`src/rtl/lut_interpolator_if.sv`:
```
// Sample/result handshake plus the LUT lookup pair for lut_interpolator.
// slave is the interpolator side; master is the producer/consumer/LUT side.
interface lut_interpolator_if #(
  parameter int DATA_W = 8,
  parameter int ADDR_W = 4
);
  logic                     in_valid;
  logic                     in_ready;
  logic signed [DATA_W-1:0] in_x;
  logic [ADDR_W-1:0]        lut_address;
  logic signed [DATA_W-1:0] lut_base;
  logic signed [DATA_W-1:0] lut_next;
  logic                     out_valid;
  logic                     out_ready;
  logic signed [DATA_W-1:0] out_y;

  modport slave (
    input  in_valid, in_x, lut_base, lut_next, out_ready,
    output in_ready, lut_address, out_valid, out_y
  );

  modport master (
    output in_valid, in_x, lut_base, lut_next, out_ready,
    input  in_ready, lut_address, out_valid, out_y
  );
endinterface

```
`src/rtl/lut_interpolator.sv`:
```
// Two-stage linear interpolation between adjacent activation-LUT entries.
// Stage 1 captures the LUT pair and fraction, stage 2 produces floor(base + diff*f/2^FRAC_W).
module lut_interpolator #(
  parameter int DATA_W = 8,
  parameter int ADDR_W = 4
) (
  input  logic               clk,
  input  logic               rst,
  lut_interpolator_if.slave  bus
);
  localparam int FRAC_W = DATA_W - ADDR_W;
  localparam int PROD_W = DATA_W + FRAC_W + 1;
  localparam int STAGES = 2;

  typedef struct packed {
    logic [DATA_W-1:0] base;
    logic [DATA_W-1:0] nxt;
    logic [FRAC_W-1:0] frac;
  } s1_t;

  logic [STAGES:0]   vld_pipe;
  logic [STAGES:1]   vld_pipe_q, vld_pipe_d;
  s1_t               s1_q, s1_d;
  logic [DATA_W-1:0] y_q, y_d;

  logic                     en;
  logic                     accept;
  logic signed [DATA_W:0]   diff;
  logic signed [PROD_W-1:0] diff_x, frac_x, prod, shifted, sum;
  logic                     unused_hi;

  // Stall only when a result is parked and the consumer refuses it.
  assign en              = !vld_pipe_q[STAGES] || bus.out_ready;
  assign accept          = bus.in_valid && en;
  assign vld_pipe        = {vld_pipe_q, accept};

  assign bus.in_ready    = en;
  assign bus.lut_address = bus.in_x[DATA_W-1:FRAC_W];
  assign bus.out_valid   = vld_pipe_q[STAGES];
  assign bus.out_y       = y_q;

  always_comb begin
    vld_pipe_d = vld_pipe_q;
    s1_d       = s1_q;
    y_d        = y_q;

    diff    = $signed({s1_q.nxt[DATA_W-1], s1_q.nxt}) - $signed({s1_q.base[DATA_W-1], s1_q.base});
    diff_x  = PROD_W'(diff);
    frac_x  = $signed(PROD_W'(s1_q.frac));
    prod    = diff_x * frac_x;
    // Arithmetic shift floors toward -inf; the result always sits between base and next.
    shifted = prod >>> FRAC_W;
    sum     = $signed(PROD_W'($signed(s1_q.base))) + shifted;

    if (en) begin
      vld_pipe_d = vld_pipe[STAGES-1:0];
      y_d        = sum[DATA_W-1:0];
      if (accept) begin
        s1_d.base = bus.lut_base;
        s1_d.nxt  = bus.lut_next;
        s1_d.frac = bus.in_x[FRAC_W-1:0];
      end
    end
  end

  assign unused_hi = ^sum[PROD_W-1:DATA_W];

  always_ff @(posedge clk) begin
    if (rst) begin
      vld_pipe_q <= '0;
      s1_q       <= '0;
      y_q        <= '0;
    end else begin
      vld_pipe_q <= vld_pipe_d;
      s1_q       <= s1_d;
      y_q        <= y_d;
    end
  end
endmodule
```
`src/flat_wrapper.sv`:
```
// flat-port wrapper written by rule: the top's interface ports become plain ports
module lut_interpolator_flat 
#(
  parameter int DATA_W = 8,
  parameter int ADDR_W = 4
)
  (clk, rst, bus_in_valid, bus_in_x, bus_lut_base, bus_lut_next, bus_out_ready, bus_in_ready, bus_lut_address, bus_out_valid, bus_out_y);
  lut_interpolator_if #(.DATA_W(DATA_W), .ADDR_W(ADDR_W)) bus_i ();
  input  logic clk;
  input  logic rst;
  input wire logic [$bits(bus_i.in_valid)-1:0] bus_in_valid;
  input wire logic [$bits(bus_i.in_x)-1:0] bus_in_x;
  input wire logic [$bits(bus_i.lut_base)-1:0] bus_lut_base;
  input wire logic [$bits(bus_i.lut_next)-1:0] bus_lut_next;
  input wire logic [$bits(bus_i.out_ready)-1:0] bus_out_ready;
  output wire logic [$bits(bus_i.in_ready)-1:0] bus_in_ready;
  output wire logic [$bits(bus_i.lut_address)-1:0] bus_lut_address;
  output wire logic [$bits(bus_i.out_valid)-1:0] bus_out_valid;
  output wire logic [$bits(bus_i.out_y)-1:0] bus_out_y;
  assign bus_i.in_valid = bus_in_valid;
  assign bus_i.in_x = bus_in_x;
  assign bus_i.lut_base = bus_lut_base;
  assign bus_i.lut_next = bus_lut_next;
  assign bus_i.out_ready = bus_out_ready;
  assign bus_in_ready = bus_i.in_ready;
  assign bus_lut_address = bus_i.lut_address;
  assign bus_out_valid = bus_i.out_valid;
  assign bus_out_y = bus_i.out_y;
  lut_interpolator #(.DATA_W(DATA_W), .ADDR_W(ADDR_W)) u_core (.clk(clk), .rst(rst), .bus(bus_i));
endmodule
```
`config.mk`:
```
export PLATFORM = sky130hd
export DESIGN_NAME = lut_interpolator_flat
export DESIGN_NICKNAME = d
export VERILOG_FILES = /design/src/rtl/lut_interpolator_if.sv /design/src/rtl/lut_interpolator.sv /design/src/flat_wrapper.sv
export SDC_FILE = /design/constraint.sdc
export NUM_CORES = 1
export LEC_CHECK = 0
export CAP_MARGIN = 20
export CORE_MARGIN = 2
export CORE_UTILIZATION = 59
export CTS_CLUSTER_SIZE = 14
export DETAILED_ROUTE_END_ITERATION = 6
export GPL_TIMING_DRIVEN = 0
export PLACE_DENSITY = 0.95
export SLEW_MARGIN = 20
export SYNTH_ARGS = -nofsm -noshare
export SYNTH_HDL_FRONTEND = slang
export SYNTH_SLANG_ARGS = --single-unit
```
`constraint.sdc`:
```
create_clock -name clk -period 9 [get_ports clk]
set_input_delay 1.8 -clock clk [delete_from_list [all_inputs] [get_ports clk]]
set_output_delay 1.8 -clock clk [all_outputs]
set_load 0.05 [all_outputs]
```
Word level (Yosys, flattened, before mapping). Cells that the tools add are included.

Register bits after elaboration: 30. Output and inout bits: 14. Word-level logic and storage cells: 12. Bits of input ports: 28.

$add $sub $neg: 2. $mul: 1. Reduce and logical (&&, ||, !) cells: 4.

Operators with widths (number): multiplier 9 x 5 -> 12 bit (1); subtractor 8 x 8 -> 9 bit (1); adder 8 bit (1); AND reduction 2 bit (1); logical AND 1 bit (1); zero test 1 bit (1); logical OR 1 bit (1).

Depth between registers and ports, before layout. Gate-level depths: netlist (run 1).

Word-level depth: 4. Gate-level depth with buffers: 27. Depth with buffers taken out: 27.

Worst setup path before layout (run 1). OpenSTA, ideal clock, no wires.

Path type: flip-flop to flip-flop. Start: register u_core.s1_q[13] (netlist bit). End: register u_core.y_q[7], in the netlist u_core.bus.out_y[7]. Arrival: 5.454 ns. Buffers on the path: 0. Library setup time: 0.080 ns. Cell stages (with the launch flop): 28. Setup slack: 3.466 ns. Clock period less this slack: 5.534 ns. Required time: 8.920 ns. Cells stage by stage: dfxtp_1 -> inv_1 -> ha_1 -> nor2b_1 -> o21ai_0 -> nand2_1 -> nor2_1 -> nor2_1 -> and2_1 -> ha_1 -> fa_1 -> inv_1 -> fa_1 -> inv_1 -> ha_1 -> a21o_1 -> nand2_1 -> o21ai_2 -> o21a_4 -> or3_2 -> a31oi_1 -> xnor2_1 -> ha_1 -> o21ai_0 -> nor3_1 -> nor2_1 -> xnor3_1 -> a211oi_2.

Longest elaborated chain between the ends: 3.

Ends and longest elaborated chain: start, declared (line lut_interpolator.sv:23) `s1_t s1_q, s1_d;`; start signal, assigned (line lut_interpolator.sv:71) `s1_q <= '0;`; start signal, assigned (line lut_interpolator.sv:75) `s1_q <= s1_d;`; subtractor 8 x 8 -> 9 bit (line lut_interpolator.sv:47) `diff = $signed({s1_q.nxt[DATA_W-1], s1_q.nxt}) - $signed({s1_q.base[DATA_W-1], s1_q.base});`; multiplier 9 x 5 -> 12 bit (line lut_interpolator.sv:50) `prod = diff_x * frac_x;`; adder 8 bit * (line lut_interpolator.sv:53) `sum = $signed(PROD_W'($signed(s1_q.base))) + shifted;`; end signal, assigned (line lut_interpolator.sv:76) `y_q <= y_d;`; end, declared (line lut_interpolator.sv:24) `logic [DATA_W-1:0] y_q, y_d;`.

Every way passes the cells marked *; elsewhere a longest branch is shown, timed or not. A chain may end at the register's enable or synchronous reset.

Worst setup path in the final report (run 1). Ends and elaborated chain as after synthesis.

==> results of run 1 <==
==> area by class of cell <==
class / count / area, µm²
tap: 54 / 67.6
sequential: 30 / 601
clock buffer: 6 / 82.6
clock inverter: 2 / 12.5
timing repair buffer: 36 / 360
multi-input combinational: 260 / 1960
inverter: 39 / 146
fill: 335 / 1310
buffer: 17 / 87.6
==> power by group through the flow <==
stage / combinational [mW] / sequential (mW) / clock, mW
5_1_grt: 0.296 / 0.159 / 0.121
3_3_place_gp: 0.249 / 0.160 / 0
4_1_cts: 0.267 / 0.157 / 0.116
3_5_place_dp: 0.263 / 0.160 / 0
6_report: 0.268 / 0.158 / 0.115
2_1_floorplan: 0.159 / 0.192 / 0
==> logic make-up (layout without fill, tap and decap cells) <==
family / Yosys count / in the layout / share of synthesized area
buffers and inverters: 56 / 100 / 0.0837
AND/OR/NAND/NOR: 125 / 125 / 0.211
adder cells (fa/ha/maj): 51 / 51 / 0.274
flip-flops: 30 / 30 / 0.215
XOR/XNOR: 21 / 21 / 0.0708
AO/OA/AOI/OAI: 63 / 63 / 0.146
==> state kept, by name, indices dropped and copies added (netlist names) <==
name,count
u_core.bus.out_y,8
u_core.vld_pipe_q,2
u_core.s1_q,16
u_core.frac_x,4
==> worst max-delay path, stage by stage (launching register included) <==
cell and delay [ns]:
dfxtp_1 0.47, inv_1 0.07, ha_1 0.27, nor2b_1 0.12, o21ai_0 0.22, a21boi_0 0.18
nor2_1 0.27, and2_1 0.18, ha_1 0.25, fa_1 0.56, inv_1 0.06, fa_1 0.54
inv_1 0.05, ha_1 0.34, a21o_1 0.17, nand2_1 0.07, o21ai_2 0.08, o21a_4 0.22
or3_2 0.43, a31oi_1 0.20, xnor2_1 0.11, ha_1 0.32, o21ai_0 0.10, nor3_1 0.20
nor2_1 0.06, xnor3_1 0.37, a211oi_2 0.21
==> worst paths after layout <==
path                                    start                               end  slack [ns]
max              u_core.s1_q[13]$_SDFFE_PP0P_  u_core.bus.out_y[7]$_SDFFE_PP0N_        2.82
min          u_core.bus.out_y[6]$_SDFFE_PP0N_  u_core.bus.out_y[6]$_SDFFE_PP0N_        0.46
max reg2reg      u_core.s1_q[13]$_SDFFE_PP0P_  u_core.bus.out_y[7]$_SDFFE_PP0N_        2.82
min reg2reg  u_core.bus.out_y[6]$_SDFFE_PP0N_  u_core.bus.out_y[6]$_SDFFE_PP0N_        0.46
==> stage by stage <==
step           area, µm²  worst slack [ns]   util  instances
2_1_floorplan       2790              3.47      -        346
3_3_place_gp        3220              3.08  0.696        436
3_5_place_dp        3220              2.85  0.696        436
4_1_cts             3320              2.81  0.716        444
5_1_grt             3320              2.36  0.716        444
6_report            3320              2.82  0.716        444
==> synth_stat cells (all sizes together) <==
master  number
o21bai       1
nor4         1
or2          2
xnor2       18
o31ai        1
nand2       64
o21a         4
inv         39
xor2         2
a21o         3
nor2        16
xnor3        1
clkbuf      11
dfxtp       30
o41ai        1
ha          34
a31oi        2
fa          17
o21ai        9
a21boi       1
nor2b       11
nor3         4
o31a         1
a41oi        1
buf          6
or3          1
a21oi       35
and2        23
and2b        1
a211oi       4
nand3        1
and4b        1
==> metal layers <==
layer | GRT usage | vias to the layer above | part of all wire
met5 | 0 | - | 0
met1 | 0.310 | 1155 | 0.40
met4 | 0.107 | 0 | 0.020
met3 | 0.0401 | 13 | 0.041
met2 | 0.499 | 72 | 0.53
li1 | - | 1196 | -
==> results.ini, run 1 <==
[clocking]
clock_sinks=30
cts_hold_buf=0
clkTransAtPathRegs_ns=0.07
ctsResizeCount=0
cts-root-buf=clkbuf_8
cts_htree_levels=2
worstSkewPairLatency_ns=0.29
cts_tree=done
clockBufferDepth=2
cts_buffers=5
cts_setup_buffers=0

[final_layout]
drive_above_1_share=0.0692
fin_nets=468
n_antenna_cell=0
final_cell_mix=64 x nand2_1, 39 x inv_1, 36 x clkdlybuf4s50_1
syn_to_final_growth_pct=18.7
final_common_cell=nand2_1

[worst_setup_path]
required_ns=9.22
r2r_cells=26
crit_path_start_kind=register
crit_fanout=5
endpoint_kind=register
cp.arrival_ns=6.40
crit_type=register to register

[global_routing]
grt_overflow_total=0
grt_start_max_net_pins=11
antenna_found_initial=0
grt_pass1_vias=2497
globalRouteTotalUtil=0.270
grt_pass1_wl_mm=11.0

[pwr]
comb_power_share=0.496
clkPwrFrac=0.212
finalPower_uw=541
p_sw_frac=0.408
powerDensity_nw_per_um2=163
internal_power_uw=320
p_seq_frac=0.292
switchingPower_uw=221
peakVddDrop_v=0.000150
leakage_nw=1.52

[job]
drv_cap=0

[timing]
holdWs_ns=0.456
hold_viol_final=0
final.setup_skew_ns=0.00842
fmax_ghz=0.162
worst_slew_pin_slew_ns=0.528
finalCritPeriodShare=0.687
drv_slew=0
post-route-min-period_ns=6.18
setup_viol=0
relSlewSlack=0.648
rsz0062_at_grt=no
tns_ns=0

[die]
num_io_pins=42
initial_utilization=0.604
core-area_um2=4630
dieArea_um2=5300
std_cell_rows=25
die_h_um=72.8
dieWidth_um=72.8

[worst_hold_path]
hold_path.class=register to register
holdPathStages=2

[drt]
vias=2436
drtIter0Drc=121
totalWireLength_mm=6.30
drtAntennaViolNets=0
avgViaCountPerCell=5.49
avgRoutedWirePerCell_um=14.2
drt_first_pass_iters=4
drc=0

[synth]
synthTopCellsByArea=dfxtp_1 21%, ha_1 15%, fa_1 12%
yosys_warnings=0
synth_seq_cells=30
syn_nets=425
synth_top_cell_area_share=0.215
syn_area_um2=2790
postSynthAreaPerCell_um2=8.07
yosysTopAreaCell=dfxtp_1
netlist_instances=346
ys_seq_area_frac=0.215
synth_cell_types=39

[placement]
hpwl_mm=5.18
port-buffer-count=36
place.gp.congestion=0.868

[outcome]
status=finished clean

No activity file was read; power rests on OpenSTA's default activity.
==> run 2: changes to the inputs <==
Settings changed: CORE_UTILIZATION 59 to 55, PLACE_DENSITY 0.95 to 0.9.
Clock period 9 ns to 6.5 ns, I/O delays scaled along.
==> results.ini, run 2 (synthesized netlist as in run 1, its figures left out) <==
[pwr]
comb_power_share=0.497
p_sw_frac=0.402
powerDensity_nw_per_um2=222
switchingPower_uw=298
clkPwrFrac=0.209
leakage_nw=1.53
internal_power_uw=444
finalPower_uw=742
peakVddDrop_v=0.000259
p_seq_frac=0.294

[global_routing]
grt_overflow_total=0
antenna_found_initial=0
grt_pass1_vias=2466
globalRouteTotalUtil=0.246
grt_pass1_wl_mm=10.6
grt_start_max_net_pins=11

[clocking]
clockBufferDepth=2
cts-root-buf=clkbuf_8
clock_sinks=30
cts_htree_levels=2
cts_tree=done
clkTransAtPathRegs_ns=0.07
worstSkewPairLatency_ns=0.28
cts_buffers=5

[placement]
place_inst=449
port-buffer-count=36
hpwl_mm=5.01
postPlaceCellArea_um2=3240
place.gp.congestion=0.868

[timing]
relSlewSlack=0.648
finalCritPeriodShare=0.936
rsz0062_at_grt=no
tns_ns=0
drv_slew=0
worst_slew_pin_slew_ns=0.527
post-route-min-period_ns=6.09
hold_viol_final=0
setup_viol=0
fmax_ghz=0.164
final.setup_skew_ns=0.0101

[outcome]
status=finished clean

[worst_setup_path]
reg2reg_to=u_core.bus.out_y[7]$_SDFFE_PP0N_
crit_type=register to register
slowest_stage=fa_1
endpoint_kind=register
required_ns=6.71
r2r_setup_slack_ns=0.41
r2r_cells=26
crit_fanout=5
r2r_start=u_core.s1_q[13]$_SDFFE_PP0P_
cp.arrival_ns=6.29
crit_path_start_kind=register
slowest_delay_ns=0.56
crit_top_cell=ha_1

[die]
dieArea_um2=5670
initial_utilization=0.580
dieWidth_um=75.3
std_cell_rows=25
die_h_um=75.3
num_io_pins=42
core-area_um2=4820

[drt]
drtAntennaViolNets=0
drc=0
avgRoutedWirePerCell_um=13.6
drt_first_pass_iters=4
drtIter0Drc=77
totalWireLength_mm=6.22
vias=2397
avgViaCountPerCell=5.25

[worst_hold_path]
hold_path.class=register to register
whs_endpoint=u_core.bus.out_y[6]$_SDFFE_PP0N_
holdPathStages=2
hold_start=u_core.bus.out_y[6]$_SDFFE_PP0N_

[final_layout]
drive_above_1_share=0.0744
syn_to_final_growth_pct=19.4
regMostFlops=u_core.s1_q
fin_nets=468
fin_area_um2=3340
final_common_cell=nand2_1
largest_reg_flops=16
final_cell_mix=64 x nand2_1, 39 x inv_1, 36 x clkdlybuf4s50_1
final_cells=457
n_antenna_cell=0

[job]
drv_cap=0

-- run 2: cell count changes in the layout (fill, tap and decap cells not counted), sizes merged --
cell,before,now
clkbuf,17,18
clkinvlp,1,0
-- run 2: how the worst max path moves through the flow --
stage	start	to	cells after the start
final	u_core.s1_q[13]$_SDFFE_PP0P_	u_core.bus.out_y[7]$_SDFFE_PP0N_	26
after detailed placement	u_core.s1_q[13]$_SDFFE_PP0P_	u_core.bus.out_y[7]$_SDFFE_PP0N_	26
after global routing	u_core.s1_q[13]$_SDFFE_PP0P_	u_core.bus.out_y[7]$_SDFFE_PP0N_	25
after floorplan	u_core.s1_q[13]$_SDFFE_PP0P_	u_core.bus.out_y[7]$_SDFFE_PP0N_	27
after CTS	u_core.s1_q[13]$_SDFFE_PP0P_	u_core.bus.out_y[7]$_SDFFE_PP0N_	26
after global placement	u_core.s1_q[13]$_SDFFE_PP0P_	u_core.bus.out_y[7]$_SDFFE_PP0N_	25
-- run 2: timing repair --
action,in CTS,in global routing
gates resized for setup,0,4
endpoints found under the setup margin,0,1
hold buffers,0,0
buffers inserted,0,0
-- run 2: layout make-up --
type                            count  area [µm²]
Timing Repair Buffer               36         360
Multi-Input combinational cell    260        1970
Inverter                           39         146
Fill cell                         390        1480
Clock buffer                        7        86.3
Clock inverter                      1        5.00
Tap cell                           67        83.8
Sequential cell                    30         602
Buffer                             17        87.6
-- run 2: power groups by stage --
stage / registers (mW) / logic, mW / clock network [mW]
after floorplan: 0.266 / 0.220 / 0
after global placement: 0.221 / 0.347 / 0
after detailed placement: 0.222 / 0.362 / 0
after CTS: 0.218 / 0.366 / 0.155
after global routing: 0.220 / 0.408 / 0.161
final: 0.218 / 0.369 / 0.155
-- run 2: critical path: cells and delay by family, from the launching register on --
family,cells,cell delay (ns)
xor+xnor,2,0.47
fa+ha+maj,6,2.34
buf+inv,3,0.17
simple gates,7,1.19
compound gates,8,1.42
flops,1,0.40
-- run 2: routing by layer --
layer,track usage,vias up,part of all wire
met5,0,-,0
met4,0.113,0,0.034
met3,0.0295,20,0.035
met2,0.431,57,0.51
met1,0.302,1118,0.43
li1,-,1202,-
-- run 2: stage by stage --
step / worst slack (ns) / util / hold slack, ns
floorplan: 0.966 / - / 0.436
global placement: 0.585 / 0.672 / 0.441
detailed placement: 0.299 / 0.672 / 0.447
CTS: 0.241 / 0.691 / 0.453
global route: 0.00670 / 0.693 / 0.470
finish: 0.414 / 0.693 / 0.449
